<file path="config.mk">
export PLATFORM = sky130hd
export DESIGN_NAME = player_death_ctrl
export DESIGN_NICKNAME = d
export VERILOG_FILES = /design/src/rtl/player_death_ctrl.sv
export SDC_FILE = /design/constraint.sdc
export NUM_CORES = 1
export LEC_CHECK = 0
export CAP_MARGIN = 10
export CORE_UTILIZATION = 62
export CTS_CLUSTER_DIAMETER = 150
export DETAILED_ROUTE_END_ITERATION = 10
export GPL_TIMING_DRIVEN = 0
export PLACE_DENSITY = 0.84
export SYNTH_ARGS = -nofsm -noshare
export SYNTH_HDL_FRONTEND = slang
export SYNTH_SLANG_ARGS = --single-unit
</file>
<file path="constraint.sdc">
create_clock -name clk -period 4.3 [get_ports clk]
set_input_delay 0.86 -clock clk [delete_from_list [all_inputs] [get_ports clk]]
set_output_delay 0.86 -clock clk [all_outputs]
set_load 0.05 [all_outputs]
</file>
<file path="src/rtl/player_death_ctrl.sv">
// ---------------------------------------------------------------------------
// player_death_ctrl
//   Turns raw player hit events into a timed death sequence: freeze, death
//   animation, a one-cycle player_died pulse to the life counter, then either
//   a respawn (with a grace window of hit immunity) or a sticky game over.
//
// Ports
//   clk            in  system clock
//   resetN         in  asynchronous active-low reset
//   startOfFrame   in  one-cycle pulse per video frame (frame-count tick)
//   hit_monster    in  player/monster collision level
//   hit_gold       in  player/falling-gold collision level
//   no_lives       in  1 = life counter is exhausted (read at end of WAIT)
//   player_died    out one-cycle pulse, decrements the life counter
//   respawn        out one-cycle pulse, player reloads its start position
//   player_freeze  out 1 = movement and digging disabled
//   player_visible out 1 = sprite drawn
//   dying_anim     out 1 = sprite shows the death bitmap
//   game_over      out sticky game-over flag
//
// Build option
//   PLAYER_DEATH_BLINK_EN : sprite blinks with period BLINK_PERIOD frames
//                           while grace immunity is active. Without it the
//                           sprite stays visible throughout ALIVE.
//
// state     | meaning
// ----------+---------------------------------------------------------------
// ALIVE     | normal play; hits accepted once grace_cnt has run out
// DYING     | frozen, death bitmap shown, counting DEATH_FRAMES ticks
// DIED      | single clk, player_died pulses
// WAIT      | frozen and hidden, counting RESPAWN_FRAMES, then reads no_lives
// GAME_OVER | absorbing; only resetN leaves it
// ---------------------------------------------------------------------------
module player_death_ctrl #(
  parameter int unsigned DEATH_FRAMES   = 60,
  parameter int unsigned RESPAWN_FRAMES = 30,
  parameter int unsigned GRACE_FRAMES   = 90
`ifdef PLAYER_DEATH_BLINK_EN
  ,
  parameter int unsigned BLINK_PERIOD   = 8
`endif
) (
  input  logic clk,
  input  logic resetN,
  input  logic startOfFrame,
  input  logic hit_monster,
  input  logic hit_gold,
  input  logic no_lives,
  output logic player_died,
  output logic respawn,
  output logic player_freeze,
  output logic player_visible,
  output logic dying_anim,
  output logic game_over
);

  typedef enum logic [2:0] {
    ST_ALIVE,
    ST_DYING,
    ST_DIED,
    ST_WAIT,
    ST_GAME_OVER
  } state_t;

  localparam logic [7:0] DEATH_CNT   = 8'(DEATH_FRAMES);
  localparam logic [7:0] RESPAWN_CNT = 8'(RESPAWN_FRAMES);
  localparam logic [7:0] GRACE_CNT   = 8'(GRACE_FRAMES);

  state_t     state_q, state_d;
  logic [7:0] frame_cnt_q, frame_cnt_d;
  logic [7:0] grace_cnt_q, grace_cnt_d;
  logic       player_died_q, player_died_d;
  logic       respawn_q, respawn_d;
  logic       player_freeze_q, player_freeze_d;
  logic       player_visible_q, player_visible_d;
  logic       dying_anim_q, dying_anim_d;
  logic       game_over_q, game_over_d;
  logic       hit;

`ifdef PLAYER_DEATH_BLINK_EN
  localparam logic [7:0] BLINK_LAST = 8'(BLINK_PERIOD - 1);
  logic [7:0] blink_cnt_q, blink_cnt_d;
  logic       blink_vis_q, blink_vis_d;
`endif

  // Simultaneous collisions collapse into a single event here.
  assign hit = (hit_monster | hit_gold) & (grace_cnt_q == 8'd0);

  always_comb begin
    state_d     = state_q;
    frame_cnt_d = frame_cnt_q;
    grace_cnt_d = grace_cnt_q;
    respawn_d   = 1'b0;
`ifdef PLAYER_DEATH_BLINK_EN
    blink_cnt_d = blink_cnt_q;
    blink_vis_d = blink_vis_q;
`endif

    case (state_q)
      ST_ALIVE: begin
        // A hit takes priority over a frame tick in the same clk.
        if (hit) begin
          state_d     = ST_DYING;
          frame_cnt_d = 8'd0;
        end else if (startOfFrame && (grace_cnt_q != 8'd0)) begin
          grace_cnt_d = grace_cnt_q - 8'd1;
`ifdef PLAYER_DEATH_BLINK_EN
          if (blink_cnt_q == BLINK_LAST) begin
            blink_cnt_d = 8'd0;
            blink_vis_d = ~blink_vis_q;
          end else begin
            blink_cnt_d = blink_cnt_q + 8'd1;
          end
`endif
        end
      end

      ST_DYING: begin
        if (frame_cnt_q == DEATH_CNT) begin
          state_d = ST_DIED;
        end else if (startOfFrame) begin
          frame_cnt_d = frame_cnt_q + 8'd1;
        end
      end

      ST_DIED: begin
        state_d     = ST_WAIT;
        frame_cnt_d = 8'd0;
      end

      ST_WAIT: begin
        if (frame_cnt_q == RESPAWN_CNT) begin
          if (no_lives) begin
            state_d = ST_GAME_OVER;
          end else begin
            state_d     = ST_ALIVE;
            respawn_d   = 1'b1;
            grace_cnt_d = GRACE_CNT;
`ifdef PLAYER_DEATH_BLINK_EN
            blink_cnt_d = 8'd0;
            blink_vis_d = 1'b1;
`endif
          end
        end else if (startOfFrame) begin
          frame_cnt_d = frame_cnt_q + 8'd1;
        end
      end

      ST_GAME_OVER: begin
        state_d = ST_GAME_OVER;
      end

      default: begin
        state_d     = ST_ALIVE;
        frame_cnt_d = 8'd0;
        grace_cnt_d = 8'd0;
      end
    endcase
  end

  // Outputs are decoded from the next state so each one changes on the edge
  // that enters its state.
  always_comb begin
    player_died_d   = (state_d == ST_DIED);
    player_freeze_d = (state_d != ST_ALIVE);
    dying_anim_d    = (state_d == ST_DYING) || (state_d == ST_DIED);
    game_over_d     = (state_d == ST_GAME_OVER);
    if (state_d == ST_ALIVE) begin
`ifdef PLAYER_DEATH_BLINK_EN
      player_visible_d = (grace_cnt_d == 8'd0) | blink_vis_d;
`else
      player_visible_d = 1'b1;
`endif
    end else begin
      player_visible_d = (state_d == ST_DYING) || (state_d == ST_DIED);
    end
  end

  always_ff @(posedge clk or negedge resetN) begin
    if (!resetN) begin
      state_q          <= ST_ALIVE;
      frame_cnt_q      <= 8'd0;
      grace_cnt_q      <= 8'd0;
      player_died_q    <= 1'b0;
      respawn_q        <= 1'b0;
      player_freeze_q  <= 1'b0;
      player_visible_q <= 1'b1;
      dying_anim_q     <= 1'b0;
      game_over_q      <= 1'b0;
`ifdef PLAYER_DEATH_BLINK_EN
      blink_cnt_q      <= 8'd0;
      blink_vis_q      <= 1'b1;
`endif
    end else begin
      state_q          <= state_d;
      frame_cnt_q      <= frame_cnt_d;
      grace_cnt_q      <= grace_cnt_d;
      player_died_q    <= player_died_d;
      respawn_q        <= respawn_d;
      player_freeze_q  <= player_freeze_d;
      player_visible_q <= player_visible_d;
      dying_anim_q     <= dying_anim_d;
      game_over_q      <= game_over_d;
`ifdef PLAYER_DEATH_BLINK_EN
      blink_cnt_q      <= blink_cnt_d;
      blink_vis_q      <= blink_vis_d;
`endif
    end
  end

  assign player_died    = player_died_q;
  assign respawn        = respawn_q;
  assign player_freeze  = player_freeze_q;
  assign player_visible = player_visible_q;
  assign dying_anim     = dying_anim_q;
  assign game_over      = game_over_q;

endmodule

</file>
==> results of run 1 <==
## logic make-up after synthesis
group / count (synthesis) / synth area share (%)
AOI/OAI and AO/OA: 56 / 26.1
adders and majority gates: 5 / 4.03
and+or+nand+nor: 64 / 22.7
buffers and inverters: 17 / 4.68
DFF: 25 / 40.4
muxes: 3 / 2.10
## final cells by class
cell class | count | share of cell area, %
timing repair buffer | 11 | 6.65
multi-input combinational | 128 | 49.2
clock inverter | 1 | 0.434
buffer | 8 | 2.24
sequential | 25 | 36.2
clock buffer | 3 | 1.30
inverter | 9 | 1.95
tap | 28 | 2.02
## routing by layer
layer | routed length, µm | global-route usage [%]
met2 | 1780 | 48.5
met4 | 29 | 11.7
met3 | 241 | 3.51
met5 | 0 | 0
met1 | 1630 | 45.1
## power by group
| group | switching, W | internal, W | total, W |
|---|---|---|---|
| Combinational | 0.00000760 | 0.00000502 | 0.0000126 |
| Sequential | 0 | 0.000235 | 0.000235 |
| Clock | 0.0000750 | 0.0000357 | 0.000111 |
## final timing paths
check                                 end
setup reg to reg           grace_cnt_q[1]
max in group asynchronous  player_visible
min in group asynchronous  frame_cnt_q[6]
hold / removal             grace_cnt_q[5]
hold reg to reg            grace_cnt_q[5]
setup / recovery           player_visible
## through the flow
stage | total power (W) | cells | hold slack [ps] | instance area, µm² | util, %
global route | 0.000369 | 213 | 567 | 1730 | 76.1
floorplan | 0.000241 | 170 | 473 | 1550 | -
CTS | 0.000360 | 212 | 549 | 1720 | 75.4
detailed placement | 0.000251 | 208 | 516 | 1690 | 74.1
finish | 0.000358 | 213 | 543 | 1730 | 76.1
global placement | 0.000250 | 208 | 501 | 1690 | 74.1
## flip-flops by register name, indices dropped and copies added, names as in the netlist
signal and cells:
frame_cnt_q 8, grace_cnt_q 8, respawn 1, game_over 1
player_died 1, player_visible 1, state_q 3, dying_anim 1
player_freeze 1
## layout by cell type, fill, tap and decap left out, types with 2 or more instances in the layout
cell and n:
clkbuf_4 3, a2bb2oi_1 2, nor2_1 15, inv_1 9, clkbuf_1 6, a211oi_1 4
clkdlybuf4s50_1 10, o22ai_1 2, a211o_1 2, dfrtp_1 24, o21ai_0 7, a21o_1 2
nor3_1 7, o311a_1 3, nand2_1 13, mux2_2 2, nand2b_1 2, a31oi_1 13
or4_1 2, ha_1 5, nor2b_1 2, nand4_1 2, nand3_1 5, a21oi_1 7
==> flow_summary.json, run 1 <==
{
  "post_cts_resized": 0,
  "cts_htree_levels": 1,
  "num-fill-cells": 167,
  "cts_hold_buf": 0,
  "nNetsFinal": 197,
  "postRouteAntennaNets": 0,
  "synth_edf_count": 0,
  "cp.arrival_ps": 1660,
  "hold_path.class": "flop to flop",
  "crit_path_start": "player_visible",
  "worstSetupEndpointType": "output port",
  "initial_core_util_pct": 68.2,
  "port_buffers": 10,
  "synth_top_area_share_pct": 38.7,
  "viasPerCell": 6.72,
  "hold_path.startpoint": "grace_cnt_q[5]",
  "die_w_um": 52.0,
  "period_needed_ps": 2520,
  "relSlewSlack_pct": 53.1,
  "yosysMostFrequentCell": "dfrtp_1",
  "cp_num_buf_inv": 1,
  "hold_violations": 0,
  "ys_seq_area_share_pct": 40.4,
  "clock_latency_ps": 330,
  "r2r_setup_slack_ps": 1810,
  "critPathKind": "flop to output port",
  "cp-start-kind": "flop",
  "grt_setup_unrepaired": "no",
  "worstPathRequired_ps": 3440,
  "num_rows": 17,
  "synth_area_mm2": 0.00155,
  "p_per_area_mw_per_mm2": 207,
  "drc": 0,
  "routedWlPerCell_um": 17.3,
  "core_area_mm2": 0.00228,
  "worst_slack_ps": 1780,
  "ff2ff_path_depth": 6,
  "setup_tns_ps": 0,
  "ys_top_cells_by_area": "dfrtp_1 (39%), a31oi_1 (5.2%), ha_1 (4.0%)",
  "slew_violations": 0,
  "grt_usage_pct": 31.4,
  "fin_worst_skew_ps": 2.22,
  "worst_pin_slew_ps": 698,
  "final-setup-viol-count": 0,
  "synth_top_flop_cell": "dfrtp_1",
  "n_antenna_cell": 0,
  "cts_buffers": 3,
  "seq_area_um2": 627,
  "crit_cells": 1,
  "clkSinkCount": 25,
  "design.die.area_mm2": 0.00271,
  "cts_tree": "yes",
  "first_global_vias": 1285,
  "cp_cell_sequence": "clkdlybuf4s50_1",
  "drive_above_1_share_pct": 8.65,
  "outcome": "finished, final reports clean",
  "synth_top_area_cell": "dfrtp_1",
  "grt_max_degree": 26,
  "ios": 12,
  "die_h_um": 52.0,
  "avgSynthCellArea_um2": 9.13,
  "wl_um": 3690,
  "synthArstFlopShare_pct": 100,
  "power_leakage_nw": 0.642,
  "grt_antenna_before_repair": 0,
  "place_hpwl_um": 2750,
  "fmax_mhz": 396,
  "gp_congestion": 0.831,
  "vias": 1431,
  "drv_cap": 0,
  "cpLargestDelayFamily": "buffers and inverters",
  "timing.final.crit_share_pct": 58.7,
  "ys_types": 56,
  "hold_depth": 1,
  "syn_nets": 181,
  "cts_buffer_depth": 2,
  "grt_remaining_overflow": 0,
  "dr.pass1.iters": 4,
  "dpl_worst_slack_ps": 1620,
  "crit_fanout": 1,
  "grt_pass1_wl_um": 6180,
  "max-vdd-ir-drop_uv": 163,
  "cts_setup_buffers": 0,
  "root_buffer": "clkbuf_4",
  "yosysWarnings": 0,
  "synth_common_cells": "dfrtp_1 (24), nor2_1 (15), a31oi_1 (13), nand2_1 (13), inv_1 (9)",
  "ys_ff_latch": 25,
  "area.growth.synth_to_final_pct": 11.6,
  "critPathMaxStageDelay_ps": 790,
  "drtIter0Drc": 59,
  "netlist_instances": 170,
  "clkTransAtPathRegs_ps": 140,
  "r2r-start": "grace_cnt_q[2]",
  "slowest_stage": "clkdlybuf4s50_1",
  "multi_input_area_um2": 852
}
Power figures use the tool's default switching activity.
==> run 2, diff against run 1 <==
CORE_ASPECT_RATIO = 0.5   (was not set)
CORE_UTILIZATION = 57   (was 62)
PLACE_DENSITY = 0.78   (was 0.84)
clock period = 2.5 ns   (was 4.3 ns; I/O delays follow)
==> run 2 against run 1 <==
- largest cell class unchanged
- final cell count increased by 3.3%
- largest power group unchanged
- utilization decreased by 1.9 points
- setup slack got worse by 1700 ps
==> flow_summary.json, run 2 (synthesis gave the netlist of run 1 again) <==
{
  "outcome": "finished, final reports clean",
  "cts_buffer_depth": 2,
  "first_global_vias": 1247,
  "worstPathRequired_ps": 2640,
  "cts_htree_levels": 1,
  "crit_path_start": "grace_cnt_q[2]",
  "ios": 12,
  "final_cell_mix": "dfrtp_1 (24), nor2_1 (15), nand2_1 (13), a31oi_1 (13), clkdlybuf4s50_1 (10)",
  "comb_power_share_pct": 3.7,
  "clkTransAtPathRegs_ps": 90,
  "slew_violations": 0,
  "worst_pin_slew_ps": 815,
  "grt_usage_pct": 28.7,
  "cp.arrival_ps": 2560,
  "slowest_stage": "or4_4",
  "cts_buffers": 3,
  "critPathKind": "flop to flop",
  "routedWlPerCell_um": 16.6,
  "num_rows": 12,
  "cts_tree": "yes",
  "r2r_setup_slack_ps": 80,
  "p_per_area_mw_per_mm2": 380,
  "port_buffers": 10,
  "max-vdd-ir-drop_uv": 215,
  "clock_latency_ps": 270,
  "largest_registers": "frame_cnt_q x8, grace_cnt_q x8, state_q x3",
  "clkSinkCount": 25,
  "fin_worst_skew_ps": 3.59,
  "final_common_cell": "dfrtp_1",
  "cp_num_buf_inv": 2,
  "n_antenna_cell": 0,
  "wl_um": 3650,
  "dr.pass1.iters": 4,
  "dpl_worst_slack_ps": 28.6,
  "initial_core_util_pct": 65.0,
  "rr_endpoint": "frame_cnt_q[2]",
  "period_needed_ps": 2420,
  "critPathMaxStageDelay_ps": 540,
  "design.die.area_mm2": 0.00295,
  "power_leakage_nw": 0.656,
  "drive_above_1_share_pct": 8.65,
  "worst_slack_ps": 75.2,
  "vias": 1397,
  "die_w_um": 75.8,
  "gp_congestion": 0.893,
  "relSlewSlack_pct": 45.2,
  "area.growth.synth_to_final_pct": 14.2,
  "crit_fanout": 8,
  "drc": 0,
  "cts_setup_buffers": 0,
  "cpLargestDelayFamily": "simple AND/OR/NAND/NOR gates",
  "power_frac_clock_pct": 36.3,
  "p_switching_w": 0.000144,
  "power_frac_seq_pct": 60.1,
  "final-setup-viol-count": 0,
  "grt_antenna_before_repair": 0,
  "worstSetupEndpointType": "flop",
  "grt_setup_unrepaired": "no",
  "hold_path.class": "flop to flop",
  "r2r-start": "grace_cnt_q[2]",
  "drtIter0Drc": 129,
  "multi_input_area_um2": 856,
  "place_hpwl_um": 2560,
  "grt_remaining_overflow": 0,
  "postRouteAntennaNets": 0,
  "die_h_um": 38.9,
  "core_area_mm2": 0.00239,
  "crit_cells": 6,
  "setup_tns_ps": 0,
  "nNetsFinal": 197,
  "swShare_pct": 21.4,
  "root_buffer": "clkbuf_8",
  "hold_violations": 0,
  "grt_max_degree": 26,
  "internal-power_w": 0.000529,
  "ff2ff_path_depth": 6,
  "cp_cell_sequence": "buf_6 -> or4_1 -> buf_2 -> or4_4 -> a211oi_4 -> a31oi_1",
  "cp-start-kind": "flop",
  "grt_pass1_wl_um": 5990,
  "timing.final.crit_share_pct": 97.0,
  "seq_area_um2": 627,
  "fmax_mhz": 412,
  "endpoint": "frame_cnt_q[2]",
  "viasPerCell": 6.35,
  "num-fill-cells": 186,
  "drv_cap": 0
}
==> run 2: cell type report <==
type                    instances  share of cell area [%]
flip-flops and latches         25                    35.4
well taps                      35                    2.47
multi-input cells             128                    48.3
clock buffers                   4                    2.54
inverters                       9                    1.91
repair buffers                 11                    7.20
plain buffers                   8                    2.19
==> run 2: worst reg2reg max path: cells and delay by family (launching register included) <==
kind	cells	cell delay (ps)
AOI/OAI and AO/OA	2	540
buffers and inverters	2	320
DFF	1	380
and+or+nand+nor	2	1060
==> run 2: power groups by stage <==
stage | Sequential [W] | Combinational [W] | Clock [W]
final | 0.000404 | 0.0000246 | 0.000244
after global routing | 0.000404 | 0.0000270 | 0.000259
after CTS | 0.000404 | 0.0000195 | 0.000243
after detailed placement | 0.000412 | 0.0000196 | 0
after global placement | 0.000412 | 0.0000190 | 0
after floorplan | 0.000412 | 0.00000317 | 0
==> run 2: metrics by stage <==
step | power, W | hold WS [ps] | utilization (%) | instances | instance area, µm²
5_1_grt | 0.000690 | 544 | 74.2 | 220 | 1770
2_1_floorplan | 0.000415 | 204 | - | 170 | 1550
3_3_place_gp | 0.000431 | 496 | 71.0 | 215 | 1700
6_report | 0.000673 | 514 | 74.2 | 220 | 1770
3_5_place_dp | 0.000432 | 493 | 71.0 | 215 | 1700
4_1_cts | 0.000667 | 512 | 72.9 | 219 | 1740
==> run 2: worst min-delay path by stage <==
stage,from,end,slack [ps],cells after the start
floorplan,resetN,dying_anim,200,0
global placement,grace_cnt_q[5],grace_cnt_q[5],500,1
detailed placement,grace_cnt_q[5],grace_cnt_q[5],490,1
CTS,grace_cnt_q[5],grace_cnt_q[5],510,1
global route,resetN,respawn,540,1
finish,grace_cnt_q[5],grace_cnt_q[5],510,1
==> run 2: routing by layer <==
layer  routed length, µm  global-route usage [%]  vias up  share of wire, %
li1                    -                       -      683                 -
met3                 228                    7.81        0               6.2
met5                   0                       0        -                 0
met2                1610                    41.6       44                44
met4                   0                    5.56        0                 0
met1                1810                    42.6      670                50
==> run 2: timing repair <==
action | in CTS | in global routing
resized for setup | 0 | 1
hold buffers | 0 | 0
endpoints found under the setup margin | 0 | 7
